### src/rtl/instruction_dispatcher.sv
// Queues 24-bit instructions, issues them one at a time to a fixed-latency processor
// and holds each captured result until accepted. Optional opcode check: ILLEGAL_OP_CHECK_EN.
module instruction_dispatcher #(
  parameter int DEPTH   = 4,
  parameter int LATENCY = 2
) (
  input  logic        clk,
  input  logic        reset,
  input  logic        in_valid,
  output logic        in_ready,
  input  logic [23:0] in_instr,
  output logic [7:0]  opcode,
  output logic [7:0]  operand1,
  output logic [7:0]  operand2,
  input  logic [7:0]  proc_result,
  input  logic [7:0]  proc_flags,
  output logic        out_valid,
  input  logic        out_ready,
  output logic [7:0]  out_result,
  output logic [7:0]  out_flags,
  output logic        err
);

  localparam int AW = $clog2(DEPTH);
  localparam int CW = AW + 1;

  typedef enum logic [1:0] {IDLE, ISSUE, WAIT, HOLD} state_t;

  logic [23:0]   mem [DEPTH];
  logic [AW-1:0] wr_ptr;
  logic [AW-1:0] rd_ptr;
  logic [CW-1:0] count;
  logic [2:0]    wait_cnt;
  state_t        state;
  logic          push;
  logic          pop;
  logic [23:0]   head;
  logic          illegal_head;

  // Ready depends only on registered occupancy, so a full queue refuses even when a pop is due.
  assign in_ready = (count < CW'(DEPTH));
  assign push     = in_valid && in_ready;
  assign pop      = (state == ISSUE);
  assign head     = mem[rd_ptr];

`ifdef ILLEGAL_OP_CHECK_EN
  assign illegal_head = (head[23:16] >= 8'h10);
`else
  assign illegal_head = 1'b0;
`endif

  // NOTE: storage carries no reset; occupancy is tracked by count, so stale entries are never read.
  always_ff @(posedge clk) begin
    if (push) mem[wr_ptr] <= in_instr;
  end

  // NOTE: all sequential state uses non-blocking assignments so every register sees pre-edge values.
  always_ff @(posedge clk or negedge reset) begin
    if (!reset) begin
      wr_ptr <= '0;
      rd_ptr <= '0;
      count  <= '0;
    end else begin
      if (push) wr_ptr <= wr_ptr + AW'(1);
      if (pop)  rd_ptr <= rd_ptr + AW'(1);
      unique case ({push, pop})
        2'b10:   count <= count + CW'(1);
        2'b01:   count <= count - CW'(1);
        default: count <= count;
      endcase
    end
  end

  always_ff @(posedge clk or negedge reset) begin
    if (!reset) begin
      state      <= IDLE;
      wait_cnt   <= '0;
      opcode     <= 8'h00;
      operand1   <= 8'h00;
      operand2   <= 8'h00;
      out_valid  <= 1'b0;
      out_result <= 8'h00;
      out_flags  <= 8'h00;
    end else begin
      unique case (state)
        IDLE: begin
          if (count != '0) state <= ISSUE;
        end
        ISSUE: begin
          if (illegal_head) begin
            // Dropped entry: carry on with whatever remains after this pop.
            state <= ((count > CW'(1)) || push) ? ISSUE : IDLE;
          end else begin
            opcode   <= head[23:16];
            operand1 <= head[15:8];
            operand2 <= head[7:0];
            wait_cnt <= 3'(LATENCY);
            state    <= WAIT;
          end
        end
        WAIT: begin
          if (wait_cnt == '0) begin
            out_result <= proc_result;
            out_flags  <= proc_flags;
            out_valid  <= 1'b1;
            state      <= HOLD;
          end else begin
            wait_cnt <= wait_cnt - 3'd1;
          end
        end
        HOLD: begin
          if (out_ready) begin
            out_valid <= 1'b0;
            state     <= (count != '0) ? ISSUE : IDLE;
          end
        end
        default: state <= IDLE;
      endcase
    end
  end

`ifdef ILLEGAL_OP_CHECK_EN
  always_ff @(posedge clk or negedge reset) begin
    if (!reset) err <= 1'b0;
    else        err <= pop && illegal_head;
  end
`else
  assign err = 1'b0;
`endif

endmodule

### config.mk
export PLATFORM = sky130hd
export DESIGN_NAME = instruction_dispatcher
export DESIGN_NICKNAME = d
export VERILOG_FILES = /design/src/rtl/instruction_dispatcher.sv
export SDC_FILE = /design/constraint.sdc
export NUM_CORES = 1
export LEC_CHECK = 0
export BUFFER_PORTS_ARGS = -buffer_cell sky130_fd_sc_hd__buf_4
export CORE_ASPECT_RATIO = 0.5
export CORE_UTILIZATION = 30
export CTS_CLUSTER_SIZE = 20
export DETAILED_ROUTE_END_ITERATION = 8
export GPL_TIMING_DRIVEN = 0
export SYNTH_ARGS = -nofsm -noshare
export SYNTH_HDL_FRONTEND = slang
export SYNTH_SLANG_ARGS = --single-unit
### constraint.sdc
create_clock -name clk -period 3.4 [get_ports clk]
set_clock_uncertainty 0.05 [all_clocks]
set_input_delay 0.34 -clock clk [delete_from_list [all_inputs] [get_ports clk]]
set_output_delay 0.34 -clock clk [all_outputs]
set_load 0.02 [all_outputs]
# Yosys cells after proc, flatten, opt, wreduce, memory -nomap -nowiden
# Memories as Yosys holds them, arrays and structs flattened. A register that Yosys moved wholly into a read port is not among the register bits.
# Cells that the tools add are included.
# word_totals
register_bits	29
ram_bits	96
inputBits	44
out_inout_bits	43
word_cells	49
n_memories	1
# mem_list
memory	depth	width	rd	rd_ports_with_merged_regs	wr	line_no	rtl
mem	4	24	1	1	1	29	logic [23:0] mem [DEPTH];
# classes
addsub	5
n_lt_le_gt_ge	1
n_eq_ne	9
muxes	13
n_reduce_logical	12
# op_table
cell	n
$pmux W3 S2	2
$ne A2 B2 Y1 const B	4
$pmux W2 S4	1
$eq A2 B2 Y1 const B	3
$mux W2	3
$reduce_and A3 Y1	2
$reduce_bool A2 Y1	3
$sub A3 B1 Y3 const B	2
$mux W1	5
$add A2 B1 Y2 const B	2
$eq A2 B1 Y1 const B	2
$reduce_and A2 Y1	2
$add A3 B1 Y3 const B	1
$logic_not A3 Y1	1
$lt A3 B3 Y1 const B	1
$mux W3	1
$reduce_bool A3 Y1	1
$logic_not A2 Y1	1
$pmux W1 S2	1
$logic_and A1 B1 Y1	1
$logic_not A1 Y1	1

# Logic depth before layout (Yosys ltp)
# depth
word_depth	4
mapped_depth	9
depth_no_buf	8

# Worst setup path after synthesis
# No wires, ideal clock.
# synth_path
path_type	flip-flop to flip-flop
startpoint	reg count[2]
endpoint	mem mem[0][0], enable pin
setup_ns	0.383
arrival_time_ns	1.342
setup_slack_ns	1.625
path_stages_with_launch	4
n_path_buf	1
synth_period_minus_slack_ns	1.775
cell_sequence	dfrtp_1 > nor2b_1 > clkbuf_1 > and2_1
# synth_between
elab_chain_len	4
# synth_rtl
element	line_no	rtl
from (decl)	32	logic [CW-1:0] count;
from (signal assigned)	67	2'b10: count <= count + CW'(1);
from (signal assigned)	68	2'b01: count <= count - CW'(1);
from (signal assigned)	69	default: count <= count;
$lt A3 B3 Y1	41	assign in_ready = (count < CW'(DEPTH));
$logic_and A1 B1 Y1	42	assign push = in_valid && in_ready;
$mux W1	54	if (push) mem[wr_ptr] <= in_instr;
$mux W1 (not written as such)	54	
to (decl)	29	
# No other way between the ends.

# Worst setup path in the final report
# layout_path
startpoint	reg count[2]
endpoint	mem mem[0][18], enable pin
# The elaborated chain is that of the path after synthesis.

==> flow_metrics.tcl <==
set metrics [dict create \
    status "finished, final reports clean" \
    power_leakage_nw 2.93 \
    yosysMostFrequentCell "edfxtp_1" \
    synth_common_cells "edfxtp_1, dfrtp_1, mux2_2, mux2_4, mux4_2" \
    yosysWarnings 0 \
    synth_edf_count 96 \
    n_fill_cell 1708 \
    grt_max_degree 54 \
    finalCritPeriodShare_pct 67.5 \
    fmax_mhz 436 \
    place_hpwl_mm 6.37 \
    cts_tree "built" \
    slew_viol_final 0 \
    yosys.area.top_type "edfxtp_1" \
    die_w_um 200 \
    synth_top_area_share_pct 49.0 \
    maxSlewHeadroom_pct 12.4 \
    clk_pin_slew_worst_paths_ns 0.07 \
    vias 2860 \
    syn_nets 352 \
    antenna_found_initial 0 \
    synth.cell_area_mm2 0.00588 \
    hold_viol_final 0 \
    synth-main-ff-cell "edfxtp_1" \
    rsz0062_at_grt "no" \
    drtIter0Drc 99 \
    antenna_cells 0 \
    tightest_slew_ns 1.31 \
    start_util_pct 31.3 \
    port_buffers 85 \
    cp_cell_sequence "nor2b_1, clkbuf_1, and2_1" \
    drt-total-wl_mm 10.5 \
    crit-reg2reg-launch "count[2]" \
    hold_path.class "in2reg" \
    core_area_mm2 0.0188 \
    regArea_mm2 0.00421 \
    ys_seq_elements 149 \
    grt_usage_pct 11.2 \
    drv_cap 0 \
    synthArstFlopShare_pct 35.6 \
    final_util_pct 39.6 \
    postSynthCellCount 295 \
    p_per_area_mw_per_mm2 941 \
    clock-root-buffer "clkbuf_16" \
    htree_num_levels 4 \
    crit_path_start "count[2]" \
    ant_nets 0 \
    avgViaCountPerCell 4.26 \
    synthTopCellsByArea "edfxtp_1, dfrtp_1, mux4_2" \
    cp_top_family "simple AND/OR/NAND/NOR gates" \
    finalSetupViolCount 0 \
    drc_errors 0 \
    start_kind "flip-flop" \
    die_area_mm2 0.0202 \
    gp_congestion 0.642 \
    grt_pass1_vias 2978 \
    hold_start "in_instr[21]" \
    synth.distinct_cells 31 \
    peakVddDrop_mv 0.420 \
    fp.dieH_um 101 \
    rows 35 \
    path_buf_inv 1 \
    cp.required_ns 3.37 \
    numCtsBuffers 17 \
    clock_insertion_delay_worst_skew_ns 0.41 \
    firstDrtPassIters 5 \
    setup_tns_ns 0 \
    critical_path_class "reg2reg" \
    routedWlPerCell_um 15.7 \
    period_minus_slack_ns 2.29 \
    syn_area_per_cell_um2 19.9 \
    area_growth_pct 26.6 \
    clock_tree.buffer_depth 2 \
    grt_pass1_wl_mm 16.5 \
    end_kind "flip-flop" \
    arrival_ns 2.26 \
    multi_input_comb_area_mm2 0.00153 \
    fin_nets 457 \
    critPathMaxStageDelay_ns 1.07 \
    layout-drive-gt1-share_pct 45.8 \
    gr-total-overflow 0 \
    worstPathMaxFanout 24 \
    clock-sinks 149 \
    cts-resized-gates 0 \
    slowest_stage "and2_1" \
    seq_area_frac_synth_pct 71.6 \
    pin_count 87 \
]
worst paths after layout:
check	to	slack, ns	cells past startpoint
setup / recovery	mem[0][18]	1.11	3
hold / removal	mem[0][21]	0.07	1
setup reg to reg	mem[0][18]	1.11	3
hold reg to reg	count[0]	0.45	1
max in group asynchronous	operand2[1]	2.31	2
min in group asynchronous	out_result[3]	0.49	2
worst reg2reg max path, cell delays in order, from the launching register on:
cell and delay (ns):
dfrtp_1 0.40, nor2b_1 0.11, clkbuf_1 0.28, and2_1 1.07
layout by cell type (no fill, tap or decap), types with 3 or more instances in the layout:
master	Yosys	layout
buf_2	6	6
a21oi_1	3	3
mux2_4	18	18
mux2_2	23	23
nand2b_1	4	4
inv_1	12	12
nand2_1	7	7
inv_8	0	5
clkbuf_16	0	17
mux4_2	18	18
o21ai_0	6	6
inv_6	0	3
mux4_1	6	6
edfxtp_1	96	96
xnor2_1	5	5
clkbuf_1	3	3
ha_1	12	12
dfrtp_1	53	53
buf_4	1	86
metrics by stage:
stage	worst slack, ns	instance area (um2)	power (mW)	hold WS, ns	std cells
global placement	0.929	6840	5.19	0.422	639
floorplan	1.63	5880	4.41	-0.00559	295
CTS	0.948	7440	7.13	0.0545	672
finish	1.11	7450	7.01	0.0743	672
global route	0.855	7450	7.44	0.0529	672
detailed placement	0.913	6840	5.24	0.419	639
power breakdown:
group	total, mW	internal, mW	switching [mW]
clock	1.86	1.04	0.816
combinational	2.48	1.30	1.19
sequential	2.66	2.45	0.218
total	7.01	4.79	2.22
sequential cells by signal, indices dropped and copies added, names as in the netlist:
register	flops
mem	96
state	2
count	3
operand2	8
opcode	8
wr_ptr	2
out_result	8
out_flags	8
operand1	8
rd_ptr	2
wait_cnt	3
out_valid	1
metal layers:
| layer | part of all wire (%) | global-route usage (%) |
|---|---|---|
| met2 | 54 | 19.6 |
| met1 | 43 | 13.1 |
| met5 | 0 | 0 |
| met4 | 0.51 | 3.82 |
| met3 | 3.2 | 3.55 |
cell families after synthesis:
group	count (synthesis)	share of synthesized area [%]
AO/OA/AOI/OAI	13	1.34
buffers and inverters	25	2.47
flip-flops	149	71.6
multiplexers	65	18.6
adder cells (fa/ha/maj)	13	2.89
AND/OR/NAND/NOR	22	2.06
other	1	0.0638
XOR/XNOR	7	1.04
layout make-up:
class                           instances  share of cell area, %
Multi-Input combinational cell        121                   20.6
Timing Repair Buffer                   86                   8.70
Clock buffer                           17                   5.71
Inverter                               12                  0.605
Buffer                                 13                   1.34
Clock inverter                         15                   2.20
Sequential cell                       149                   56.5
Tap cell                              259                   4.35
timing repair:
item | 4_1_cts | 5_1_grt
setup buffers | 0 | 0
hold buffers | 1 | 0
endpoints found under the hold margin | 53 | 0
No activity file was read; power rests on OpenSTA's default activity.
